==> src/rtl/branch_predictor_if.sv <==
// Fetch-side lookup, BranchUnit training and statistics signals of the branch predictor.
// The master side drives PCs and resolved outcomes; the slave is the predictor.
interface branch_predictor_if;
  logic [31:0] pred_pc;
  logic        pred_taken;
  logic [31:0] pred_target;
  logic        upd_valid;
  logic [31:0] upd_pc;
  logic        upd_is_jump;
  logic        upd_token;
  logic [31:0] upd_target;
  logic        upd_pred_taken;
  logic [31:0] upd_pred_target;
  logic        mispredict;
  logic [31:0] stat_branches;
  logic [31:0] stat_mispredicts;

  modport master (
    output pred_pc,
    output upd_valid,
    output upd_pc,
    output upd_is_jump,
    output upd_token,
    output upd_target,
    output upd_pred_taken,
    output upd_pred_target,
    input  pred_taken,
    input  pred_target,
    input  mispredict,
    input  stat_branches,
    input  stat_mispredicts
  );

  modport slave (
    input  pred_pc,
    input  upd_valid,
    input  upd_pc,
    input  upd_is_jump,
    input  upd_token,
    input  upd_target,
    input  upd_pred_taken,
    input  upd_pred_target,
    output pred_taken,
    output pred_target,
    output mispredict,
    output stat_branches,
    output stat_mispredicts
  );
endinterface

==> src/rtl/branch_predictor.sv <==
// Direct-mapped BTB with 2-bit saturating direction counters, combinational lookup,
// single-port training from BranchUnit and saturating branch/mispredict statistics.
module branch_predictor #(
  parameter int unsigned ENTRIES      = 16,
  parameter logic [1:0]  CTR_ALLOC_BR = 2'b10
) (
  input  logic              clk,
  input  logic              rst,
  branch_predictor_if.slave bp
);

  localparam int unsigned IdxW = $clog2(ENTRIES);
  localparam int unsigned TagW = 30 - IdxW;

  typedef logic [IdxW-1:0] idx_t;
  typedef logic [TagW-1:0] tag_t;

  logic [ENTRIES-1:0] valid_q;
  tag_t               tag_q    [ENTRIES];
  logic [31:0]        target_q [ENTRIES];
  logic [1:0]         ctr_q    [ENTRIES];

  // Lookup
  idx_t pred_idx;
  tag_t pred_tag;
  logic pred_hit;

  assign pred_idx       = bp.pred_pc[IdxW+1:2];
  assign pred_tag       = bp.pred_pc[31:IdxW+2];
  assign pred_hit       = valid_q[pred_idx] && (tag_q[pred_idx] == pred_tag);
  assign bp.pred_taken  = pred_hit & ctr_q[pred_idx][1];
  assign bp.pred_target = bp.pred_taken ? target_q[pred_idx] : bp.pred_pc + 32'd4;

  // Training
  idx_t       upd_idx;
  tag_t       upd_tag;
  logic       upd_hit;
  logic [1:0] upd_ctr;
  logic       wr_en;
  logic       wr_tgt_en;
  logic [1:0] wr_ctr;
  logic       unused_upd_lsb;

  assign upd_idx        = bp.upd_pc[IdxW+1:2];
  assign upd_tag        = bp.upd_pc[31:IdxW+2];
  assign upd_hit        = valid_q[upd_idx] && (tag_q[upd_idx] == upd_tag);
  assign upd_ctr        = ctr_q[upd_idx];
  assign unused_upd_lsb = ^bp.upd_pc[1:0];

  always_comb begin
    wr_en     = 1'b0;
    wr_tgt_en = 1'b0;
    wr_ctr    = upd_ctr;
    if (bp.upd_valid) begin
      if (upd_hit) begin
        wr_en = 1'b1;
        if (bp.upd_is_jump) begin
          wr_ctr    = 2'd3;
          wr_tgt_en = 1'b1;
        end else if (bp.upd_token) begin
          wr_ctr    = (upd_ctr == 2'd3) ? 2'd3 : upd_ctr + 2'd1;
          wr_tgt_en = 1'b1;
        end else begin
          wr_ctr = (upd_ctr == 2'd0) ? 2'd0 : upd_ctr - 2'd1;
        end
      end else if (bp.upd_token) begin
        // Allocation evicts whatever alias occupies the slot.
        wr_en     = 1'b1;
        wr_tgt_en = 1'b1;
        wr_ctr    = bp.upd_is_jump ? 2'd3 : CTR_ALLOC_BR;
      end
    end
  end

  always_ff @(posedge clk) begin
    if (rst) begin
      valid_q <= '0;
    end else if (wr_en) begin
      valid_q[upd_idx] <= 1'b1;
    end
  end

  // Payload fields need no reset; valid gates every use of them.
  always_ff @(posedge clk) begin
    if (!rst && wr_en) begin
      tag_q[upd_idx] <= upd_tag;
      ctr_q[upd_idx] <= wr_ctr;
      if (wr_tgt_en) begin
        target_q[upd_idx] <= bp.upd_target;
      end
    end
  end

  // Misprediction and statistics
  logic [31:0] stat_br_q, stat_br_d;
  logic [31:0] stat_mp_q, stat_mp_d;

  assign bp.mispredict = bp.upd_valid &
                         ((bp.upd_token != bp.upd_pred_taken) |
                          (bp.upd_token & (bp.upd_target != bp.upd_pred_target)));

  always_comb begin
    stat_br_d = stat_br_q;
    stat_mp_d = stat_mp_q;
    if (bp.upd_valid && (stat_br_q != 32'hFFFF_FFFF)) begin
      stat_br_d = stat_br_q + 32'd1;
    end
    if (bp.mispredict && (stat_mp_q != 32'hFFFF_FFFF)) begin
      stat_mp_d = stat_mp_q + 32'd1;
    end
  end

  always_ff @(posedge clk) begin
    if (rst) begin
      stat_br_q <= '0;
      stat_mp_q <= '0;
    end else begin
      stat_br_q <= stat_br_d;
      stat_mp_q <= stat_mp_d;
    end
  end

  assign bp.stat_branches    = stat_br_q;
  assign bp.stat_mispredicts = stat_mp_q;

endmodule

==> src/flat_wrapper.sv <==
// flat-port wrapper written by rule: the top's interface ports become plain ports
module branch_predictor_flat 
#(
  parameter int unsigned ENTRIES      = 16,
  parameter logic [1:0]  CTR_ALLOC_BR = 2'b10
)
  (clk, rst, bp_pred_pc, bp_upd_valid, bp_upd_pc, bp_upd_is_jump, bp_upd_token, bp_upd_target, bp_upd_pred_taken, bp_upd_pred_target, bp_pred_taken, bp_pred_target, bp_mispredict, bp_stat_branches, bp_stat_mispredicts);
  branch_predictor_if bp_i ();
  input  logic clk;
  input  logic rst;
  input wire logic [$bits(bp_i.pred_pc)-1:0] bp_pred_pc;
  input wire logic [$bits(bp_i.upd_valid)-1:0] bp_upd_valid;
  input wire logic [$bits(bp_i.upd_pc)-1:0] bp_upd_pc;
  input wire logic [$bits(bp_i.upd_is_jump)-1:0] bp_upd_is_jump;
  input wire logic [$bits(bp_i.upd_token)-1:0] bp_upd_token;
  input wire logic [$bits(bp_i.upd_target)-1:0] bp_upd_target;
  input wire logic [$bits(bp_i.upd_pred_taken)-1:0] bp_upd_pred_taken;
  input wire logic [$bits(bp_i.upd_pred_target)-1:0] bp_upd_pred_target;
  output wire logic [$bits(bp_i.pred_taken)-1:0] bp_pred_taken;
  output wire logic [$bits(bp_i.pred_target)-1:0] bp_pred_target;
  output wire logic [$bits(bp_i.mispredict)-1:0] bp_mispredict;
  output wire logic [$bits(bp_i.stat_branches)-1:0] bp_stat_branches;
  output wire logic [$bits(bp_i.stat_mispredicts)-1:0] bp_stat_mispredicts;
  assign bp_i.pred_pc = bp_pred_pc;
  assign bp_i.upd_valid = bp_upd_valid;
  assign bp_i.upd_pc = bp_upd_pc;
  assign bp_i.upd_is_jump = bp_upd_is_jump;
  assign bp_i.upd_token = bp_upd_token;
  assign bp_i.upd_target = bp_upd_target;
  assign bp_i.upd_pred_taken = bp_upd_pred_taken;
  assign bp_i.upd_pred_target = bp_upd_pred_target;
  assign bp_pred_taken = bp_i.pred_taken;
  assign bp_pred_target = bp_i.pred_target;
  assign bp_mispredict = bp_i.mispredict;
  assign bp_stat_branches = bp_i.stat_branches;
  assign bp_stat_mispredicts = bp_i.stat_mispredicts;
  branch_predictor #(.ENTRIES(ENTRIES), .CTR_ALLOC_BR(CTR_ALLOC_BR)) u_core (.clk(clk), .rst(rst), .bp(bp_i));
endmodule
==> config.mk <==
export PLATFORM = sky130hd
export DESIGN_NAME = branch_predictor_flat
export DESIGN_NICKNAME = d
export VERILOG_FILES = /design/src/rtl/branch_predictor_if.sv /design/src/rtl/branch_predictor.sv /design/src/flat_wrapper.sv
export SDC_FILE = /design/constraint.sdc
export NUM_CORES = 1
export LEC_CHECK = 0
export CAP_MARGIN = 15
export CORE_AREA = 2 2 293 295
export DETAILED_ROUTE_END_ITERATION = 10
export DIE_AREA = 0 0 295 297
export GPL_TIMING_DRIVEN = 0
export PLACE_DENSITY = 0.75
export SLEW_MARGIN = 15
export SYNTH_ARGS = -nofsm -noshare
export SYNTH_HDL_FRONTEND = slang
export SYNTH_SLANG_ARGS = --single-unit
==> constraint.sdc <==
create_clock -name clk -period 8.1 [get_ports clk]
set_clock_uncertainty 0.15 [all_clocks]
set_input_delay 2.025 -clock clk [delete_from_list [all_inputs] [get_ports clk]]
set_output_delay 2.025 -clock clk [all_outputs]
set_load 0.03 [all_outputs]
==> flow_metrics.py <==
metrics = {
    "timing": {
        "grt_setup_unrepaired": "true",
        "tightest_slew_ps": 1151,
        "fmax_mhz": 122.9,
        "maxSlewViolCount": 0,
        "hold_viol_final": 0,
        "setup_violations": 4,
        "period_needed_ps": 8139,
        "slew_headroom_pct": 22.53,
        "timing.hold.ws_ps": 345.1,
        "tns_ps": -72.48,
        "timing.final.crit_share_pct": 100.5,
        "setup_ws_ps": -38.67,
    },
    "cells_and_area": {
        "drive_gt1_share_pct": 31.57,
        "fin_nets": 3087,
        "stdcell_count": 4184,
        "design_area_um2": 54930,
        "syn_to_final_growth_pct": 21.03,
        "fill_cells": 5511,
        "fin_util_pct": 65.02,
    },
    "placed_design": {
        "dp_hpwl_um": 98700,
        "port_buffers": 224,
        "gp_congestion": 0.9650,
        "pre_cts_ws_ps": -2560,
        "place_area_um2": 50510,
        "dp_cells": 3966,
    },
    "clocking": {
        "root_buffer": "clkbuf_16",
        "path_clk_slew_ps": 60,
        "cts_buffers": 104,
        "hold_buffers": 0,
        "htree_levels": 3,
        "tritoncts": "done",
        "cts_buffer_depth": 3,
        "clk-insertion-delay-late_ps": 690,
        "clock-sinks": 1040,
    },
    "power_and_ir_drop": {
        "p_leak_nw": 18.00,
        "power_mw": 11.76,
        "power_density_nw_per_um2": 214.2,
        "irDropWorstVdd_v": 0.0001937,
    },
    "die": {
        "die_x_um": 295,
        "initial_core_util_pct": 53.72,
        "rows": 107,
        "design.die.area_um2": 87620,
        "io_pins": 232,
        "core_area_um2": 84480,
        "fp.dieH_um": 297,
    },
    "synthesis": {
        "synth_area_leader_cell": "edfxtp_1",
        "synth_commonest_cells": "edfxtp_1 (960), mux4_2 (378), nor2_1 (119), nand2_1 (96), dfxtp_1 (80)",
        "synth_nets": 2586,
        "postSynthAreaPerCell_um2": 18.53,
        "synthArstFlopShare_pct": 0,
        "yosysSeqAreaShare_pct": 67.05,
        "synth_flop_cell": "edfxtp_1",
        "ys_seq_elements": 1040,
        "synth_most_common_cell": "edfxtp_1",
        "synth_edf_count": 960,
        "yosys.area.top_type_share_pct": 63.52,
        "synthesis.area_um2": 45380,
        "ys_types": 63,
        "netlist_top_cells_area": "edfxtp_1 (64%), mux4_2 (19%), dfxtp_1 (3.5%)",
        "ys_warn_count": 0,
        "syn_inst": 2449,
    },
    "drt": {
        "drtPass1Iterations": 8,
        "num_vias": 28200,
        "drtIter0Drc": 3955,
        "drt_wl_total_um": 139200,
        "wire_per_inst_um": 33.26,
        "ant_nets": 0,
        "via_per_inst": 6.740,
        "drc": 0,
    },
    "global_route": {
        "grt_pass1_wl_um": 199100,
        "grt_pass1_vias": 28400,
        "grt_max_degree": 22,
        "grt_overflow": 0,
        "grt_usage_pct": 32.00,
        "antenna_found_initial": 7,
    },
    "job": {
        "cap_violations": 0,
    },
    "setup_path": {
        "worst_ep_arrival_time_ps": 5960,
        "r2r_cells": 12,
        "reg2reg_slack_ps": 2560,
        "startpoint_type": "input port",
        "crit_end": "bp_pred_target[23]",
        "endpoint_kind": "output pin",
        "r2r_end": "u_core.target_q[1][21]",
        "reg2reg_from": "u_core.tag_q[13][22]",
        "critPathMaxFanout": 10,
        "critPathLaunch": "bp_pred_pc[3]",
        "worst-setup-path-type": "input port to output pin",
        "required_ps": 5930,
    },
    "run_status": {
        "run_status": "finished with violations",
        "violations": "negative setup slack",
    },
    "min_path": {
        "min_path_type": "flip-flop to flip-flop",
    },
}
-- timing repair --
action / CTS / global route
cloned: 4 / 0
pin swaps: 16 / 15
setup buffers: 21 / 1
endpoints found under the setup margin: 996 / 115
gates resized for setup: 424 / 37
-- metal layers --
layer | global-route usage [%] | vias to the layer above | part of all wire, %
li1 | - | 11090 | -
met1 | 40.85 | 14470 | 34
met2 | 50.66 | 2145 | 47
met3 | 9.362 | 491 | 13
met4 | 15.25 | 2 | 5.9
met5 | 0 | - | 0.0093
-- cell families after synthesis --
kind of cell               count (synthesis)  share of synthesized area, %
DFF                                     1040                         67.05
adders and majority gates                  3                       0.08272
AOI/OAI and AO/OA                        189                         2.760
muxes                                    477                         21.04
and+or+nand+nor                          419                         4.461
buffers and inverters                    165                         1.596
xor gates and xnor gates                 156                         3.011
-- worst min-delay path by stage --
stage,start,end,slack [ps],depth (start not counted)
final,u_core.valid_q[12],u_core.valid_q[12],350,1
after global routing,u_core.valid_q[14],u_core.valid_q[14],360,1
after CTS,u_core.valid_q[9],u_core.valid_q[9],340,1
after detailed placement,u_core.valid_q[2],u_core.valid_q[2],320,1
after global placement,u_core.valid_q[10],u_core.valid_q[10],300,1
after floorplan,u_core.valid_q[10],u_core.valid_q[10],290,1
-- cell type report --
type	instances	area [µm²]	area share, %
multi-input combinational	1244	14770	26.89
clock buffer	131	2786	5.073
tap	1144	1431	2.606
timing repair buffer	398	3846	7.003
antenna	5	12.51	0.02278
clock inverter	60	650.6	1.185
sequential	1040	30430	55.40
inverter	28	105.1	0.1914
buffer	134	897.1	1.633
-- placed cells by master (no fill, tap or decap), types with 11 or more instances in the layout --
master	n
nor4_1	15
clkbuf_1	59
or3_1	22
clkinv_2	21
a21oi_4	11
clkinv_1	22
buf_6	70
clkdlybuf4s50_1	189
o22ai_1	17
buf_2	37
nor2_4	11
nand4_1	30
a21o_1	17
mux2i_1	64
mux4_2	378
xor2_1	78
a21oi_1	36
clkbuf_2	25
nand3_1	42
dfxtp_1	80
and3_1	11
buf_4	138
clkbuf_16	107
bufinv_16	11
nor2_1	102
o21ai_0	33
buf_12	13
inv_1	25
mux2_2	35
nor3_2	27
nand2_1	96
edfxtp_1	960
o211ai_1	11
xnor2_1	67
-- where the power goes --
group          internal [mW]  switching [mW]
Sequential              5.89          0.0138
Clock                   2.79            2.07
Combinational          0.410           0.585
-- flip-flops by register name, indices dropped and copies added, names as in the netlist --
signal	flops
u_core.bp.stat_branches	32
u_core.bp.stat_mispredicts	32
u_core.ctr_q	32
u_core.tag_q	416
u_core.target_q	512
u_core.valid_q	16
-- worst max-delay path: stages --
cell and delay, ps:
buf_2 240, buf_6 250, buf_4 270, clkbuf_4 310, clkbuf_2 380, mux4_2 370, mux4_2 550, xor2_1 190
or4b_4 670, buf_8 200, buf_12 150, a21oi_4 180, buf_6 170
Note: power is estimated with default switching activity, not from simulation.
